<file path="config.mk">
export PLATFORM = sky130hd
export DESIGN_NAME = bf_uart_rx
export DESIGN_NICKNAME = d
export VERILOG_FILES = /design/src/rtl/bf_uart_rx.sv
export SDC_FILE = /design/constraint.sdc
export NUM_CORES = 1
export LEC_CHECK = 0
export ABC_CLOCK_PERIOD_IN_PS = 6800
export BUFFER_PORTS_ARGS = -buffer_cell sky130_fd_sc_hd__buf_2
export CAP_MARGIN = 10
export CORE_ASPECT_RATIO = 0.8
export CORE_MARGIN = 2
export CORE_UTILIZATION = 30
export CTS_CLUSTER_SIZE = 25
export DETAILED_ROUTE_END_ITERATION = 10
export GPL_ROUTABILITY_DRIVEN = 0
export HOLD_SLACK_MARGIN = 0.1
export PLACE_DENSITY = 0.55
export SKIP_LAST_GASP = 1
export SYNTH_ARGS = -nofsm -noshare
export SYNTH_HDL_FRONTEND = slang
export SYNTH_SLANG_ARGS = --single-unit
</file>
<file path="constraint.sdc">
create_clock -name clk -period 6.8 [get_ports clk]
set_input_delay 1.7 -clock clk [delete_from_list [all_inputs] [get_ports clk]]
set_output_delay 1.7 -clock clk [all_outputs]
set_load 0.03 [all_outputs]
</file>
<file path="src/rtl/bf_uart_rx.sv">
// 8N1 UART receiver feeding a small first-word-fall-through byte FIFO.
// All logic runs on clk; uart_rx_pin is synchronised before use.
`timescale 1ns/1ps
module bf_uart_rx #(
    parameter int CLKS_PER_BIT = 104,
    parameter int FIFO_DEPTH   = 8
) (
    input  logic                          clk,
    input  logic                          rst,
    input  logic                          uart_rx_pin,
    output logic [7:0]                    rx_data,
    output logic                          rx_valid,
    input  logic                          rx_ready,
    output logic                          frame_err,
    output logic                          overflow,
    output logic [$clog2(FIFO_DEPTH):0]   fifo_count
);

    // state     | meaning
    // S_IDLE    | line idle, waiting for a falling edge on rxs
    // S_START   | timing to mid start bit, rejecting glitches
    // S_DATA    | sampling 8 data bits LSB first
    // S_STOP    | sampling stop bit; push byte or flag framing error
    // S_WAIT_HIGH | after a framing error, hold until the line is high again

    localparam int CW = $clog2(CLKS_PER_BIT);
    localparam int AW = $clog2(FIFO_DEPTH);
    localparam logic [CW-1:0] HALF_TC = CW'(CLKS_PER_BIT / 2 - 1);
    localparam logic [CW-1:0] BIT_TC  = CW'(CLKS_PER_BIT - 1);
    localparam logic [AW:0]   FULL_CNT = (AW + 1)'(FIFO_DEPTH);

    typedef enum logic [2:0] {
        S_IDLE,
        S_START,
        S_DATA,
        S_STOP,
        S_WAIT_HIGH
    } state_t;

    state_t        state, state_nx;
    logic [CW-1:0] cnt, cnt_nx;
    logic [2:0]    bit_cnt, bit_cnt_nx;
    logic [7:0]    shreg, shreg_nx;
    logic          rx_meta, rxs;
    logic          push_req, ferr_req;
    logic          tc;

    logic [7:0]    mem [FIFO_DEPTH];
    logic [AW-1:0] wr_ptr, rd_ptr;
    logic [AW:0]   count;
    logic          full, pop, push;

    always_ff @(posedge clk or posedge rst) begin
        if (rst) begin
            rx_meta <= 1'b1;
            rxs     <= 1'b1;
        end else begin
            rx_meta <= uart_rx_pin;
            rxs     <= rx_meta;
        end
    end

    always_ff @(posedge clk or posedge rst) begin
        if (rst) begin
            state   <= S_IDLE;
            cnt     <= '0;
            bit_cnt <= '0;
            shreg   <= '0;
        end else begin
            state   <= state_nx;
            cnt     <= cnt_nx;
            bit_cnt <= bit_cnt_nx;
            shreg   <= shreg_nx;
        end
    end

    assign tc = (cnt == '0);

    // Bit timer is a down-counter reloaded at each sample point.
    always_comb begin
        state_nx   = state;
        cnt_nx     = tc ? cnt : cnt - CW'(1);
        bit_cnt_nx = bit_cnt;
        shreg_nx   = shreg;
        push_req   = 1'b0;
        ferr_req   = 1'b0;
        case (state)
            S_IDLE: begin
                if (!rxs) begin
                    state_nx = S_START;
                    cnt_nx   = HALF_TC;
                end
            end
            S_START: begin
                if (tc) begin
                    if (rxs) begin
                        state_nx = S_IDLE;
                    end else begin
                        state_nx   = S_DATA;
                        cnt_nx     = BIT_TC;
                        bit_cnt_nx = 3'd0;
                    end
                end
            end
            S_DATA: begin
                if (tc) begin
                    shreg_nx = {rxs, shreg[7:1]};
                    cnt_nx   = BIT_TC;
                    if (bit_cnt == 3'd7) begin
                        state_nx = S_STOP;
                    end else begin
                        bit_cnt_nx = bit_cnt + 3'd1;
                    end
                end
            end
            S_STOP: begin
                if (tc) begin
                    if (rxs) begin
                        push_req = 1'b1;
                        state_nx = S_IDLE;
                    end else begin
                        ferr_req = 1'b1;
                        state_nx = S_WAIT_HIGH;
                    end
                end
            end
            S_WAIT_HIGH: begin
                if (rxs) begin
                    state_nx = S_IDLE;
                end
            end
            default: state_nx = S_IDLE;
        endcase
    end

    // A pop in the same cycle frees a slot, so a full FIFO can still accept.
    assign full     = (count == FULL_CNT);
    assign rx_valid = (count != '0);
    assign pop      = rx_valid && rx_ready;
    assign push     = push_req && (!full || pop);

    always_ff @(posedge clk) begin
        if (push) begin
            mem[wr_ptr] <= shreg;
        end
    end

    always_ff @(posedge clk or posedge rst) begin
        if (rst) begin
            wr_ptr    <= '0;
            rd_ptr    <= '0;
            count     <= '0;
            frame_err <= 1'b0;
            overflow  <= 1'b0;
        end else begin
            if (push) begin
                wr_ptr <= wr_ptr + AW'(1);
            end
            if (pop) begin
                rd_ptr <= rd_ptr + AW'(1);
            end
            if (push && !pop) begin
                count <= count + (AW + 1)'(1);
            end else if (pop && !push) begin
                count <= count - (AW + 1)'(1);
            end
            frame_err <= ferr_req;
            overflow  <= push_req && full && !pop;
        end
    end

    assign rx_data    = mem[rd_ptr];
    assign fifo_count = count;

endmodule

</file>
# Yosys cells after proc, flatten, opt, wreduce, memory -nomap -nowiden
# Memory sizes are Yosys's and may differ from the RTL's.
# Cells that the tools add are included.
[op_classes]
addsub = 6
n_reduce_logical = 18
n_eq_ne = 14
mux = 30
[ops]
columns = ["cell", "count"]
rows = [
  ["$mux 7", 5],
  ["$mux 3", 11],
  ["$pmux 7 s3", 1],
  ["$ne 2x2->1 const B", 8],
  ["$pmux 3 s5", 1],
  ["$add 3x1->3 const B", 3],
  ["$mux 1", 8],
  ["$mux 4", 2],
  ["$logic_not 7->1", 1],
  ["$sub 7x1->7 const B", 1],
  ["$eq 3x2->1 const B", 2],
  ["$eq 3x3->1 const B", 2],
  ["$logic_and 1x1->1", 6],
  ["$pmux 3 s2", 1],
  ["$reduce_and 6->1", 1],
  ["$reduce_and 5->1", 1],
  ["$add 4x1->4 const B", 1],
  ["$eq 4x4->1 const B", 1],
  ["$reduce_bool 2->1", 2],
  ["$reduce_bool 4->1", 1],
  ["$sub 4x1->4 const B", 1],
  ["$eq 3x1->1 const B", 1],
  ["$logic_not 1->1", 3],
  ["$logic_not 3->1", 1],
  ["other kinds (3)", 3],
]
[word_totals]
ram_bits = 64
reg_bits = 35
in_bits = 4
mem_count = 1
out_inout_bits = 15
[mem_list]
columns = ["name", "depth", "width", "read_ports", "rd_ports_with_merged_regs", "wr", "line", "rtl"]
rows = [
  ["mem", 8, 8, 1, 0, 1, "48", "logic [7:0] mem [FIFO_DEPTH];"],
]

# Longest topological paths before layout
[logic_depth]
ltp_word = 8
ltp_mapped = 13
depth_no_buf = 13

# Least setup slack after synthesis
# Ideal clock, no wire load.
[synth_timing]
kind = "input-to-reg"
start = "input port rx_ready"
end = "register count[3], in the netlist fifo_count[3]"
path_slack_ps = 3308
t_arrival_ps = 3355
cell_stages = 9
path_buffers = 0
required_ps = 6664
cell_sequence = "nand3b_1 > nand2_2 > inv_1 > ha_1 > inv_1 > ha_1 > a21o_1 > a2111oi_0 > o31ai_1"
[synth_between]
elab_chain_len = 6
word_cells_on_any_way = 9
classes_between = "mux (1); reduce/logical (8)"
[synth_lines]
columns = ["item", "line", "rtl"]
rows = [
  ["from (decl)", "13", "input logic rx_ready,"],
  ["$logic_and 1x1->1 (*)", "139", "assign pop = rx_valid && rx_ready;"],
  ["$logic_or 1x1->1 (*)", "140", "assign push = push_req && (!full || pop);"],
  ["$logic_and 1x1->1 (*)", "140", ""],
  ["via push", "51", "logic full, pop, push;"],
  ["$logic_not 1->1", "164", "end else if (pop && !push) begin"],
  ["$logic_and 1x1->1", "164", ""],
  ["$reduce_bool 2->1 (no line)", "n/a", ""],
  ["to (signal assigned)", "163", "count <= count + (AW + 1)'(1);"],
  ["to (signal assigned)", "165", "count <= count - (AW + 1)'(1);"],
  ["to (decl)", "50", "logic [AW:0] count;"],
]
# The timed path passes the listed nets; every way through them passes the cells marked *.
# A chain may end at the register's enable or synchronous reset.

# Worst setup path in the final report
[layout_timing]
start = "register rd_ptr[0]"
end = "output port rx_data[6]"
[layout_between]
elab_chain_len = 1
[layout_lines]
columns = ["item", "line", "rtl"]
rows = [
  ["from (decl)", "49", "logic [AW-1:0] wr_ptr, rd_ptr;"],
  ["from (signal assigned)", "160", "rd_ptr <= rd_ptr + AW'(1);"],
  ["$mem_v2 8x8", "n/a", ""],
  ["to (decl)", "11", "output logic [7:0] rx_data,"],
]
# No other way between the ends.

==> flow_metrics.tcl <==
set metrics [dict create \
    status "finished clean" \
    syn_nets 276 \
    fin_cells 468 \
    cts_resized 0 \
    ios 19 \
    via_count 2201 \
    initialDrtViolationCount 117 \
    rsz0062_at_grt "false" \
    antenna-diode-count 0 \
    cts_inserted_buffers 9 \
    synth_common_cells "64 x edfxtp_1, 33 x dfrtp_1, 19 x mux2_2" \
    yosys.cell_types.count 47 \
    fin_crit_sh 0.5869 \
    route.detailed.drc 0 \
    finalSetupTns_ns 0 \
    cp_cell_sequence "buf_4, mux4_2, mux2_2, buf_2" \
    portBuffers 18 \
    ys.flop_type "edfxtp_1" \
    die_width_um 136.8 \
    cp_data_required_time_ns 5.10 \
    synth_area_leader_cell "edfxtp_1" \
    synth_edf_count 64 \
    p_total_mw 1.126 \
    drv_cap 0 \
    cts_setup_buffers 0 \
    grt_use_total 0.1115 \
    max_freq_mhz 250.6 \
    grt_pass1_wl_um 12300 \
    slowest_delay_ns 0.65 \
    wl_per_cell_um 16.09 \
    design.core.area_sq_mm 0.01369 \
    final_antenna_net_count 0 \
    path_delay_family "multiplexers" \
    multi_input_area_sq_mm 0.001361 \
    ir_drop_mv 0.1108 \
    place_hpwl_um 4842 \
    clock-root-buffer "clkbuf_16" \
    fillers 1309 \
    synthTopCellsByArea "edfxtp_1 45%, dfrtp_1 20%, mux4_2 8.5%" \
    rr_endpoint "fifo_count[3]" \
    syn_avg_cell_area_sq_um 16.22 \
    cts_tree "done" \
    clockBufferDepth 2 \
    finalMaxSlewViolations 0 \
    seqCellArea_sq_mm 0.002800 \
    syn_inst 261 \
    async_reset_ff_frac 0.3535 \
    setup_violations 0 \
    synth_area_sq_mm 0.004233 \
    worst_setup_path_end_kind "primary output" \
    area_growth_pct 13.48 \
    rows 38 \
    yosysMostFrequentCell "edfxtp_1" \
    synth.top_cell.area_share 0.4540 \
    grt_max_degree 36 \
    powerDensity_mw_per_mm2 234.5 \
    crit_fanout 10 \
    fin_util 0.3508 \
    initial_utilization 0.3091 \
    finalClockSkew_ns 0.008489 \
    critPathKind "flip-flop to primary output" \
    ff2ff_setup_slack_ns 3.78 \
    r2r_start "cnt[0]" \
    holdPathStages 0 \
    first_global_vias 2305 \
    clk_latency_ns 0.34 \
    ys_seq_area_frac 0.6615 \
    tightestPinTransition_ns 0.9523 \
    avgViaCountPerCell 4.703 \
    overflow 0 \
    ctsHtreeMaxLevel 3 \
    nets 298 \
    period_needed_ns 3.991 \
    crit_start "rd_ptr[0]" \
    dieArea_sq_mm 0.01508 \
    ys_seq_elements 99 \
    path_clk_slew_ns 0.07 \
    min_to "rxs" \
    cp.arrival_ns 2.29 \
    hold_violations 0 \
    slowest_stage "dfrtp_1" \
    cp_num_buf_inv 2 \
    p_leak_nw 1.998 \
    cts_sinks 99 \
    drt_first_pass_iters 4 \
    critPathLaunchType "flip-flop" \
    drive_gt1_frac 0.2882 \
    worstHoldStart "rx_meta" \
    post-place-cells 452 \
    antenna_found_initial 0 \
    worst_hold_path_type "flip-flop to flip-flop" \
    synth_warnings 0 \
    fp.dieH_um 110.2 \
    holdBufCountCts 0 \
    relSlewSlack 0.3628 \
    reg2regPathDepth 12 \
    routed_wl_um 7528 \
]
==> worst max path at each step <==
| stage | depth (start not counted) | end |
|---|---|---|
| floorplan | 9 | fifo_count[3] |
| global placement | 10 | fifo_count[3] |
| detailed placement | 10 | fifo_count[3] |
| CTS | 4 | rx_data[3] |
| global route | 4 | rx_data[5] |
| finish | 4 | rx_data[6] |
==> power by group <==
part | switching (mW) | internal, mW | total, mW | leakage (nW)
Sequential | 0.000806 | 0.636 | 0.637 | 1.21
Combinational | 0.00519 | 0.00167 | 0.00686 | 0.649
Clock | 0.229 | 0.254 | 0.483 | 0.138
Total | 0.235 | 0.892 | 1.13 | 2.00
==> metal layers <==
metal,share of wire,GRT usage,vias to the layer above
li1,-,-,1038
met1,0.47,0.1461,1130
met2,0.48,0.1796,27
met3,0.036,0.03018,6
met4,0.0084,0.03976,0
met5,0,0,-
==> worst register-to-register path, cell delays in order (launching register included) <==
cell	delay, ns
dfrtp_1	0.40
inv_1	0.10
ha_1	0.17
or2b_2	0.38
nor3_4	0.28
nand2_2	0.12
inv_1	0.08
ha_1	0.21
inv_1	0.12
ha_1	0.30
a21o_1	0.21
a2111oi_0	0.41
o31ai_1	0.13
==> placed cells by master (no fill, tap or decap), drive strengths merged, types with 3 or more instances in the layout <==
cell     n
mux2    20
nand3    8
mux4    16
o21ai    8
a21oi    4
nor2    13
nand2   13
clkbuf   9
nor3    11
dfrtp   33
nor3b    3
edfxtp  64
xnor2    9
buf     20
ha      10
nand2b   3
nor2b    3
inv     12
==> per-stage QoR <==
step	instance area [sq um]	worst slack (ns)	hold WS, ns
2_1_floorplan	4233	3.308	0.3452
3_3_place_gp	4522	3.078	0.3482
5_1_grt	4803	2.626	0.3650
3_5_place_dp	4522	2.962	0.3478
6_report	4803	2.809	0.3578
4_1_cts	4803	2.743	0.3579
==> state kept, by name, indices dropped and copies added (netlist names) <==
register    count
rxs             1
bit_cnt         3
overflow        1
cnt             7
frame_err       1
shreg           8
state           3
wr_ptr          3
rx_meta         1
mem            64
rd_ptr          3
fifo_count      4
==> cells by family after synthesis <==
kind of cell | after synthesis | share of synthesized area
DFF | 99 | 0.6615
muxes | 38 | 0.1440
xor gates and xnor gates | 11 | 0.02276
AOI/OAI and AO/OA | 22 | 0.03340
and+or+nand+nor | 63 | 0.08484
buffers and inverters | 17 | 0.01921
adders and majority gates | 11 | 0.03429
==> cell type report <==
cell class	count	share of cell area
Clock buffer	9	0.04689
Clock inverter	7	0.01172
Inverter	8	0.006252
Multi-Input combinational cell	145	0.2834
Sequential cell	99	0.5830
Tap cell	180	0.04689
Timing Repair Buffer	20	0.02188
Note: power is estimated with default switching activity, not from simulation.
